===== config.mk =====
export PLATFORM = sky130hd
export DESIGN_NAME = fetch_stage
export DESIGN_NICKNAME = d
export VERILOG_FILES = /design/src/rtl/fetch_stage_pkg.sv /design/src/rtl/fetch_stage_if_id_reg.sv /design/src/rtl/fetch_stage.sv
export SDC_FILE = /design/constraint.sdc
export NUM_CORES = 1
export LEC_CHECK = 0
export CAP_MARGIN = 20
export CORE_UTILIZATION = 69
export DETAILED_ROUTE_END_ITERATION = 10
export DONT_BUFFER_PORTS = 1
export HOLD_SLACK_MARGIN = 0.1
export PLACE_DENSITY_LB_ADDON = 0.12
export SETUP_SLACK_MARGIN = 0.2
export SKIP_CTS_REPAIR_TIMING = 1
export SYNTH_ARGS = -nofsm -noshare
export SYNTH_HDL_FRONTEND = slang
export SYNTH_SLANG_ARGS = --single-unit
export TNS_END_PERCENT = 30

===== constraint.sdc =====
create_clock -name clk -period 5.8 [get_ports clk]
set_input_delay 0.87 -clock clk [delete_from_list [all_inputs] [get_ports clk]]
set_output_delay 0.87 -clock clk [all_outputs]
set_load 0.03 [all_outputs]

===== src/rtl/fetch_stage_pkg.sv =====
// Shared pipeline definitions for the fetch stage and the pipeline registers.
//   XLEN          - datapath width
//   NOP_INSTR     - bubble instruction (addi x0,x0,0)
//   fetch_state_t - fetch FSM states
//   word_align    - clears the byte-offset bits of an address
package fetch_stage_pkg;

    localparam int XLEN = 32;

    localparam logic [XLEN-1:0] NOP_INSTR = 32'h0000_0013;

    typedef enum logic [1:0] {
        IDLE = 2'd0,   // dead cycle after reset release
        REQ  = 2'd1,   // correct-path request outstanding
        DROP = 2'd2,   // wrong-path request outstanding, response is discarded
        HOLD = 2'd3    // response captured while decode stalls
    } fetch_state_t;

    function automatic logic [XLEN-1:0] word_align(input logic [XLEN-1:0] addr);
        return addr & 32'hFFFF_FFFC;
    endfunction

endpackage


===== src/rtl/fetch_stage_if_id_reg.sv =====
// IF/ID pipeline register with flush > load > stall > bubble priority.
// Reusable for other stage boundaries carrying an instruction and its PC.
//   clk, rst       - clock, asynchronous active-low reset
//   flush          - replace instruction with BUBBLE, clear valid (PCs hold)
//   stall          - hold all contents
//   load           - capture instr_in/pc_in/pcplus4_in and set valid
//   instr/pc/pcplus4/valid - registered outputs
module if_id_reg
    import fetch_stage_pkg::*;
#(
    parameter logic [XLEN-1:0] BUBBLE = NOP_INSTR
) (
    input  logic            clk,
    input  logic            rst,
    input  logic            flush,
    input  logic            stall,
    input  logic            load,
    input  logic [XLEN-1:0] instr_in,
    input  logic [XLEN-1:0] pc_in,
    input  logic [XLEN-1:0] pcplus4_in,
    output logic [XLEN-1:0] instr,
    output logic [XLEN-1:0] pc,
    output logic [XLEN-1:0] pcplus4,
    output logic            valid
);

    always_ff @(posedge clk or negedge rst) begin
        if (!rst) begin
            instr   <= BUBBLE;
            pc      <= '0;
            pcplus4 <= '0;
            valid   <= 1'b0;
        end else if (flush) begin
            // A flushed load is lost on purpose; flush only comes with a redirect.
            instr <= BUBBLE;
            valid <= 1'b0;
        end else if (load) begin
            instr   <= instr_in;
            pc      <= pc_in;
            pcplus4 <= pcplus4_in;
            valid   <= 1'b1;
        end else if (!stall) begin
            // Nothing delivered and decode is draining: insert a bubble.
            instr <= BUBBLE;
            valid <= 1'b0;
        end
    end

endmodule


===== src/rtl/fetch_stage.sv =====
// Instruction fetch stage: owns PCF, drives the instruction-memory req/valid
// handshake (one request outstanding at most) and feeds the IF/ID register.
//   clk, rst            - clock, asynchronous active-low reset
//   StallD, FlushD      - decode hazard controls
//   PCSrcE, PCTargetE   - execute-stage redirect (target word-aligned here)
//   ImemReq, ImemAddr   - fetch request and address
//   ImemValid, ImemRData- fetch response
//   InstrD, PCD, PCPlus4D, ValidD - IF/ID outputs
module fetch_stage #(
    parameter logic [31:0] RESET_PC  = 32'h0000_0000,
    parameter logic [31:0] NOP_INSTR = fetch_stage_pkg::NOP_INSTR
) (
    input  logic                           clk,
    input  logic                           rst,
    input  logic                           StallD,
    input  logic                           FlushD,
    input  logic                           PCSrcE,
    input  logic [fetch_stage_pkg::XLEN-1:0] PCTargetE,
    output logic                           ImemReq,
    output logic [fetch_stage_pkg::XLEN-1:0] ImemAddr,
    input  logic                           ImemValid,
    input  logic [fetch_stage_pkg::XLEN-1:0] ImemRData,
    output logic [fetch_stage_pkg::XLEN-1:0] InstrD,
    output logic [fetch_stage_pkg::XLEN-1:0] PCD,
    output logic [fetch_stage_pkg::XLEN-1:0] PCPlus4D,
    output logic                           ValidD
);

    import fetch_stage_pkg::*;

    fetch_state_t    state;
    logic [XLEN-1:0] pcf;
    logic [XLEN-1:0] redir;
    logic [XLEN-1:0] hold_buf;

    logic [XLEN-1:0] target;
    logic [XLEN-1:0] pcf_plus4;
    logic            deliver;
    logic [XLEN-1:0] deliver_instr;

    assign target    = word_align(PCTargetE);
    assign pcf_plus4 = pcf + 32'd4;   // modulo 2^32, wraps silently

    // In DROP PCF still names the wrong-path request, so the address stays put.
    assign ImemReq  = (state == REQ) || (state == DROP);
    assign ImemAddr = pcf;

    // A redirect always beats a response or a buffered word.
    always_comb begin
        deliver       = 1'b0;
        deliver_instr = hold_buf;
        case (state)
            REQ: begin
                deliver       = ImemValid && !PCSrcE && !StallD;
                deliver_instr = ImemRData;
            end
            HOLD:    deliver = !PCSrcE && !StallD;
            default: deliver = 1'b0;
        endcase
    end

    always_ff @(posedge clk or negedge rst) begin
        if (!rst) begin
            state    <= IDLE;
            pcf      <= RESET_PC;
            redir    <= '0;
            hold_buf <= '0;
        end else begin
            case (state)
                IDLE: state <= REQ;
                REQ: begin
                    if (PCSrcE) begin
                        if (ImemValid) begin
                            pcf <= target;
                        end else begin
                            redir <= target;
                            state <= DROP;
                        end
                    end else if (ImemValid) begin
                        if (!StallD) begin
                            pcf <= pcf_plus4;
                        end else begin
                            hold_buf <= ImemRData;
                            state    <= HOLD;
                        end
                    end
                end
                DROP: begin
                    if (ImemValid) begin
                        pcf   <= PCSrcE ? target : redir;
                        state <= REQ;
                    end else if (PCSrcE) begin
                        redir <= target;
                    end
                end
                HOLD: begin
                    if (PCSrcE) begin
                        pcf   <= target;
                        state <= REQ;
                    end else if (!StallD) begin
                        pcf   <= pcf_plus4;
                        state <= REQ;
                    end
                end
                default: state <= IDLE;
            endcase
        end
    end

    if_id_reg #(
        .BUBBLE (NOP_INSTR)
    ) u_if_id (
        .clk        (clk),
        .rst        (rst),
        .flush      (FlushD),
        .stall      (StallD),
        .load       (deliver),
        .instr_in   (deliver_instr),
        .pc_in      (pcf),
        .pcplus4_in (pcf_plus4),
        .instr      (InstrD),
        .pc         (PCD),
        .pcplus4    (PCPlus4D),
        .valid      (ValidD)
    );

endmodule


# Word-level counts from Yosys, hierarchy flattened
# Index checks and enable logic that the tools add are counted.
# classes
n_addsub	1
eq_ne	13
n_mux	28
n_bitwise	2
reduce_logical	14
# ops
cell	n
32-bit two-way mux	14
32-bit case mux with 3 select lines	1
32-bit case mux with 2 select lines	1
32-bit by 3-bit adder with 32-bit output (second input constant)	1
2-bit two-way mux	7
3-bit inequality test (second input constant)	4
2-bit inequality test (second input constant)	5
2-bit case mux with 4 select lines	1
4-bit AND reduction	2
5-bit AND reduction	1
2-bit == test (second input constant)	2
1-bit logical AND	3
1-bit two-way mux	3
3-bit by 1-bit inequality test with 1-bit output (second input constant)	1
3-bit AND reduction	1
3-bit nonzero test	1
2-bit by 1-bit == test with 1-bit output (second input constant)	1
1-bit zero test	2
2-bit zero test	1
1-bit NOT	2
1-bit case mux with 2 select lines	1
2-bit AND reduction	1
2-bit nonzero test	1
1-bit logical OR	1
# totals
register_bits	195
in_bits	70
output_inout_bits	130
elab_cells	66

# Longest topological paths before layout
# logic_depth
word_depth	6
mapped_depth	11
ltp_nobuf	6

# Cells and area by module
# A second synthesis with hierarchy kept.
# hier_totals
cells_unflattened	792
hier_area_um2	9385.3
# modules_own_cells
mod	instances	cells_each	area_per_inst_um2	seq_area_each_um2
fetch_stage	1	520	5535.3	2452.4
if_id_reg	1	272	3849.9	2431.1

# Worst setup path after synthesis
# No wires, ideal clock.
# synth_timing
kind	in2reg
startpoint	in PCSrcE
endpoint	reg u_if_id.pcplus4[22]
setup_ps	87
arrival_time_ps	2434
t_required_ps	5713
slack_ps	3280
cell_stages	6
path_buffers	3
path_cell_list	clkbuf_1 > or4_1 > clkbuf_1 > clkbuf_1 > or4b_1 > o211ai_1
# synth_via
elab_chain_len	5
elab_cells_between_ends	6
classes_between	1 x mux; 5 x reduce/logical
# synth_rtl
item	line_no	text
from (decl)	fetch_stage.sv:17	input logic PCSrcE,
1-bit zero test *	fetch_stage.sv:54, fetch_stage.sv:57	
1-bit logical AND (2 in series)	fetch_stage.sv:54	deliver = ImemValid && !PCSrcE && !StallD;
1-bit case mux with 2 select lines *	fetch_stage.sv:52	case (state)
2-bit AND reduction (no line) *	-	
to (signal assigned)	fetch_stage_if_id_reg.sv:40	pcplus4 <= pcplus4_in;
to (decl)	fetch_stage_if_id_reg.sv:23	output logic [XLEN-1:0] pcplus4,
# Mark *: on every way between the ends. The rest lies on a longest branch, timed or not.
# A chain may end at the register's enable or synchronous reset.

# Worst setup path in the final report
# layout_timing
startpoint	reg state[0]
endpoint	reg pcf[27] (netlist: ImemAddr[27])
# layout_via
elab_chain_len	3
elab_cells_between_ends	8
classes_between	5 x eq/ne; 1 x mux; 2 x reduce/logical
# layout_rtl
item	line_no	text
from (decl)	fetch_stage.sv:31	fetch_state_t state;
from (signal assigned)	fetch_stage.sv:64	state <= IDLE;
from (signal assigned)	fetch_stage.sv:70	IDLE: state <= REQ;
from (signal assigned)	fetch_stage.sv:77	state <= DROP;
2-bit by 1-bit == test with 1-bit output or 2-bit == test (tied branches)	fetch_stage.sv:69	case (state)
2-bit inequality test (no line) or 3-bit nonzero test (tied branches)	-	
3-bit AND reduction (no line)	-	
to (signal assigned)	fetch_stage.sv:74	pcf <= target;
to (signal assigned)	fetch_stage.sv:81	pcf <= pcf_plus4;
to (signal assigned)	fetch_stage.sv:90	pcf <= PCSrcE ? target : redir;
to (decl)	fetch_stage.sv:32	logic [XLEN-1:0] pcf;
# Several ways; a longest one is shown, not always the timed one.

==> impl_metrics.xml <==
<?xml version="1.0" encoding="UTF-8"?>
<metrics>
  <group name="synthesis">
    <metric name="avgSynthCellArea" unit="sq um">10.2</metric>
    <metric name="netlist_top_cells_area" unit="">sky130_fd_sc_hd__dfrtp_1 (52%), sky130_fd_sc_hd__mux2_2 (8.1%), sky130_fd_sc_hd__nand2_1 (6.7%), sky130_fd_sc_hd__mux2i_1 (4.3%), sky130_fd_sc_hd__o21ai_0 (3.9%)</metric>
    <metric name="netlist_instances" unit="">894</metric>
    <metric name="synth_cell_type_count" unit="">57</metric>
    <metric name="synth_nets" unit="">968</metric>
    <metric name="yosys.area.top_type_share" unit="%">51.9</metric>
    <metric name="ys_async_sr_fraction" unit="%">100</metric>
    <metric name="synth.yosys.seq_area_share" unit="%">52.8</metric>
    <metric name="ys_dominant_reg_cell" unit="">sky130_fd_sc_hd__dfrtp_1</metric>
    <metric name="syn_std_cell_area" unit="sq um">9160</metric>
    <metric name="synth_top_cell_by_area" unit="">sky130_fd_sc_hd__dfrtp_1</metric>
    <metric name="yosys_register_bits" unit="">193</metric>
    <metric name="synth-warning-count" unit="">0</metric>
    <metric name="synth_edf_count" unit="">0</metric>
  </group>
  <group name="clock_tree">
    <metric name="tritoncts" unit="">done</metric>
    <metric name="clkSinkCount" unit="">193</metric>
    <metric name="h-tree-depth" unit="">4</metric>
    <metric name="worstSkewPairLatency" unit="ns">0.44</metric>
    <metric name="max-clock-path-buffers" unit="">2</metric>
    <metric name="path_clk_slew" unit="ns">0.07</metric>
    <metric name="root_buffer" unit="">sky130_fd_sc_hd__clkbuf_16</metric>
    <metric name="cts-buffers-inserted" unit="">17</metric>
  </group>
  <group name="global_route">
    <metric name="wire_length_of_the_first_global_routing_pass" unit="um">34400</metric>
    <metric name="first_global_vias" unit="">6641</metric>
    <metric name="grt_antenna_before_repair" unit="">0</metric>
    <metric name="overflow" unit="">0</metric>
    <metric name="pin_count_of_the_biggest_net_entering_global_routing" unit="">194</metric>
    <metric name="grt_usage" unit="%">33.4</metric>
  </group>
  <group name="drt">
    <metric name="post_drt_wl_per_cell" unit="um">21.9</metric>
    <metric name="viasPerCell" unit="">6.68</metric>
    <metric name="finalWirelength" unit="um">22500</metric>
    <metric name="routed-via-count" unit="">6865</metric>
    <metric name="ant_nets" unit="">0</metric>
    <metric name="dr.first_iter.drc_count" unit="">606</metric>
    <metric name="route.detailed.drc" unit="">0</metric>
    <metric name="detail_route.first_pass.iterations" unit="">5</metric>
  </group>
  <group name="critical_path">
    <metric name="reg2reg_slack" unit="ns">2.79</metric>
    <metric name="r2r_cells" unit="">7</metric>
    <metric name="timing.critical_path.to_type" unit="">register</metric>
    <metric name="critical_register_to_register_path_endpoint" unit="">ImemAddr[27]$_DFFE_PN0P_</metric>
    <metric name="timing_worst_setup_path_type" unit="">reg -&gt; reg</metric>
    <metric name="worst_r2r_start" unit="">state[0]$_DFFE_PN0P_</metric>
    <metric name="worst-path-max-fanout" unit="">26</metric>
    <metric name="worst-endpoint-required" unit="ns">6.11</metric>
    <metric name="startpoint_type" unit="">register</metric>
    <metric name="worst_ep_arrival_time" unit="ns">3.32</metric>
  </group>
  <group name="power_and_ir_drop">
    <metric name="report.power.total" unit="mW">5.90</metric>
    <metric name="peakVddDrop" unit="mV">0.320</metric>
    <metric name="power_leakage" unit="nW">4.21</metric>
    <metric name="power-per-cell-area" unit="nW/um^2">604</metric>
  </group>
  <group name="timing">
    <metric name="fin_tns_setup" unit="ns">0</metric>
    <metric name="final-max-slew-violation-count" unit="">0</metric>
    <metric name="grt_setup_unrepaired" unit="">false</metric>
    <metric name="fin_crit" unit="ns">3.01</metric>
    <metric name="final_min_period_over_clock_period" unit="%">51.9</metric>
    <metric name="tightest_slew" unit="ns">1.08</metric>
    <metric name="timing.max_slew.rel_slack" unit="%">27.5</metric>
    <metric name="max_clock_freq" unit="GHz">0.332</metric>
    <metric name="clock-skew-final" unit="ns">0.00646</metric>
    <metric name="setup_violations" unit="">0</metric>
    <metric name="final_hold_violation_count" unit="">0</metric>
  </group>
  <group name="final_layout">
    <metric name="commonest_cells_after_routing_fill_and_taps_aside" unit="">sky130_fd_sc_hd__dfrtp_1 (190), sky130_fd_sc_hd__nand2_1 (163), sky130_fd_sc_hd__o21ai_0 (72)</metric>
    <metric name="mostFrequentLayoutCell" unit="">sky130_fd_sc_hd__dfrtp_1</metric>
    <metric name="area.growth.synth_to_final" unit="%">6.53</metric>
    <metric name="drive_gt1_share" unit="%">14.0</metric>
    <metric name="fin_cells" unit="">1027</metric>
    <metric name="fill_cell_total_of_the_finished_layout" unit="">879</metric>
    <metric name="diodes" unit="">0</metric>
    <metric name="num-nets-final" unit="">916</metric>
  </group>
  <group name="die">
    <metric name="rows" unit="">41</metric>
    <metric name="start_util" unit="%">71.7</metric>
    <metric name="die_w" unit="um">117</metric>
    <metric name="number_of_primary_i_o_pins" unit="">200</metric>
    <metric name="die_height" unit="um">117</metric>
    <metric name="die_area" unit="sq um">13700</metric>
    <metric name="core_area" unit="sq um">12800</metric>
  </group>
  <group name="flow_run">
    <metric name="drv_cap" unit="">0</metric>
  </group>
  <group name="placement">
    <metric name="dp_hpwl" unit="um">14500</metric>
    <metric name="gp_congestion" unit="">0.897</metric>
    <metric name="placed_cells" unit="">994</metric>
    <metric name="io_buffers" unit="">0</metric>
  </group>
  <group name="min_path">
    <metric name="min-delay-path-class" unit="">in -&gt; async</metric>
  </group>
  <group name="status">
    <metric name="status" unit="">completed</metric>
  </group>
</metrics>
[cell usage after synthesis (all sizes together), types with 2 or more instances]
cell and number:
a211o 4, a211oi 2, a21o 3, a21oi 20, a222oi 2, a22o 13
a22oi 8, a31oi 13, and2 3, and4 7, buf 25, clkbuf 54
dfrtp 190, dfstp 3, ha 4, inv 13, mux2 66, mux2i 39
nand2 163, nand3 12, nand4 22, nor2 39, nor2b 5, nor3 4
nor4 4, o211a 3, o211ai 12, o21ai 72, o22ai 4, o2bb2ai 4
o311ai 6, o31a 5, o31ai 14, or2 2, or3 9, or4 18
or4b 2, xnor2 9, xor2 5
[critical path, stage by stage, from the launching register on]
cell and delay [ns]:
sky130_fd_sc_hd__dfrtp_1 0.46, sky130_fd_sc_hd__inv_1 0.07, sky130_fd_sc_hd__ha_1 0.43, sky130_fd_sc_hd__o21ba_2 0.37
sky130_fd_sc_hd__or3_1 0.67, sky130_fd_sc_hd__buf_16 0.28, sky130_fd_sc_hd__or4_1 0.47, sky130_fd_sc_hd__o311ai_0 0.12
[layout make-up]
cell class | instances | area, sq um | area share, %
Tap cell | 172 | 215 | 2.21
Sequential cell | 193 | 4830 | 49.5
Clock buffer | 19 | 443 | 4.54
Multi-Input combinational cell | 609 | 3970 | 40.6
Timing Repair Buffer | 8 | 100 | 1.03
Inverter | 13 | 48.8 | 0.500
Clock inverter | 13 | 153 | 1.56
[how the worst max path moves through the flow]
stage / startpoint / cells past startpoint / end
6_report: state[0]$_DFFE_PN0P_ / 7 / ImemAddr[27]$_DFFE_PN0P_
5_1_grt: state[0]$_DFFE_PN0P_ / 7 / ImemAddr[23]$_DFFE_PN0P_
4_1_cts: state[1]$_DFFE_PN0P_ / 6 / u_if_id.pcplus4[22]$_DFFE_PN0P_
3_5_place_dp: state[1]$_DFFE_PN0P_ / 6 / u_if_id.pcplus4[22]$_DFFE_PN0P_
3_3_place_gp: state[1]$_DFFE_PN0P_ / 6 / ImemAddr[25]$_DFFE_PN0P_
2_1_floorplan: PCSrcE / 6 / u_if_id.pcplus4[22]$_DFFE_PN0P_
[power breakdown]
| part | switching, mW | internal, mW | total (mW) |
|---|---|---|---|
| registers | 1.25 | 1.89 | 3.14 |
| clock network | 0.528 | 0.655 | 1.18 |
| logic | 0.837 | 0.736 | 1.57 |
[per-layer routing]
metal,vias to the layer above,part of all wire (%),wire length [um],global-route usage (%)
met4,0,2.1,463,14.0
li1,3079,-,-,-
met3,42,9.2,2080,9.42
met1,3424,40,9040,43.6
met5,-,0,0,0
met2,320,49,10900,52.6
[metrics by stage]
stage	hold slack [ns]	utilization, %	area [sq um]	worst slack, ns
finish	0.127	76.4	9760	2.79
CTS	0.124	76.2	9740	2.32
global route	0.116	76.4	9760	2.65
global placement	0.471	71.3	9100	2.38
detailed placement	0.475	71.6	9140	2.37
floorplan	0.453	-	9160	3.28
[sequential cells by signal, indices dropped and copies added, names as in the netlist]
| name | count |
|---|---|
| ImemAddr | 32 |
| hold_buf | 32 |
| redir | 32 |
| u_if_id.instr | 32 |
| u_if_id.pc | 32 |
| u_if_id.pcplus4 | 30 |
| state | 2 |
| u_if_id.valid | 1 |
[cell families after synthesis]
kind of cell / synth area share (%)
AOI/OAI and AO/OA: 13.6
buffers and inverters: 4.21
DFF: 52.8
muxes: 12.4
adders and majority gates: 0.546
xor gates and xnor gates: 1.34
and+or+nand+nor: 15.2
No activity file was read; power rests on OpenSTA's default activity.
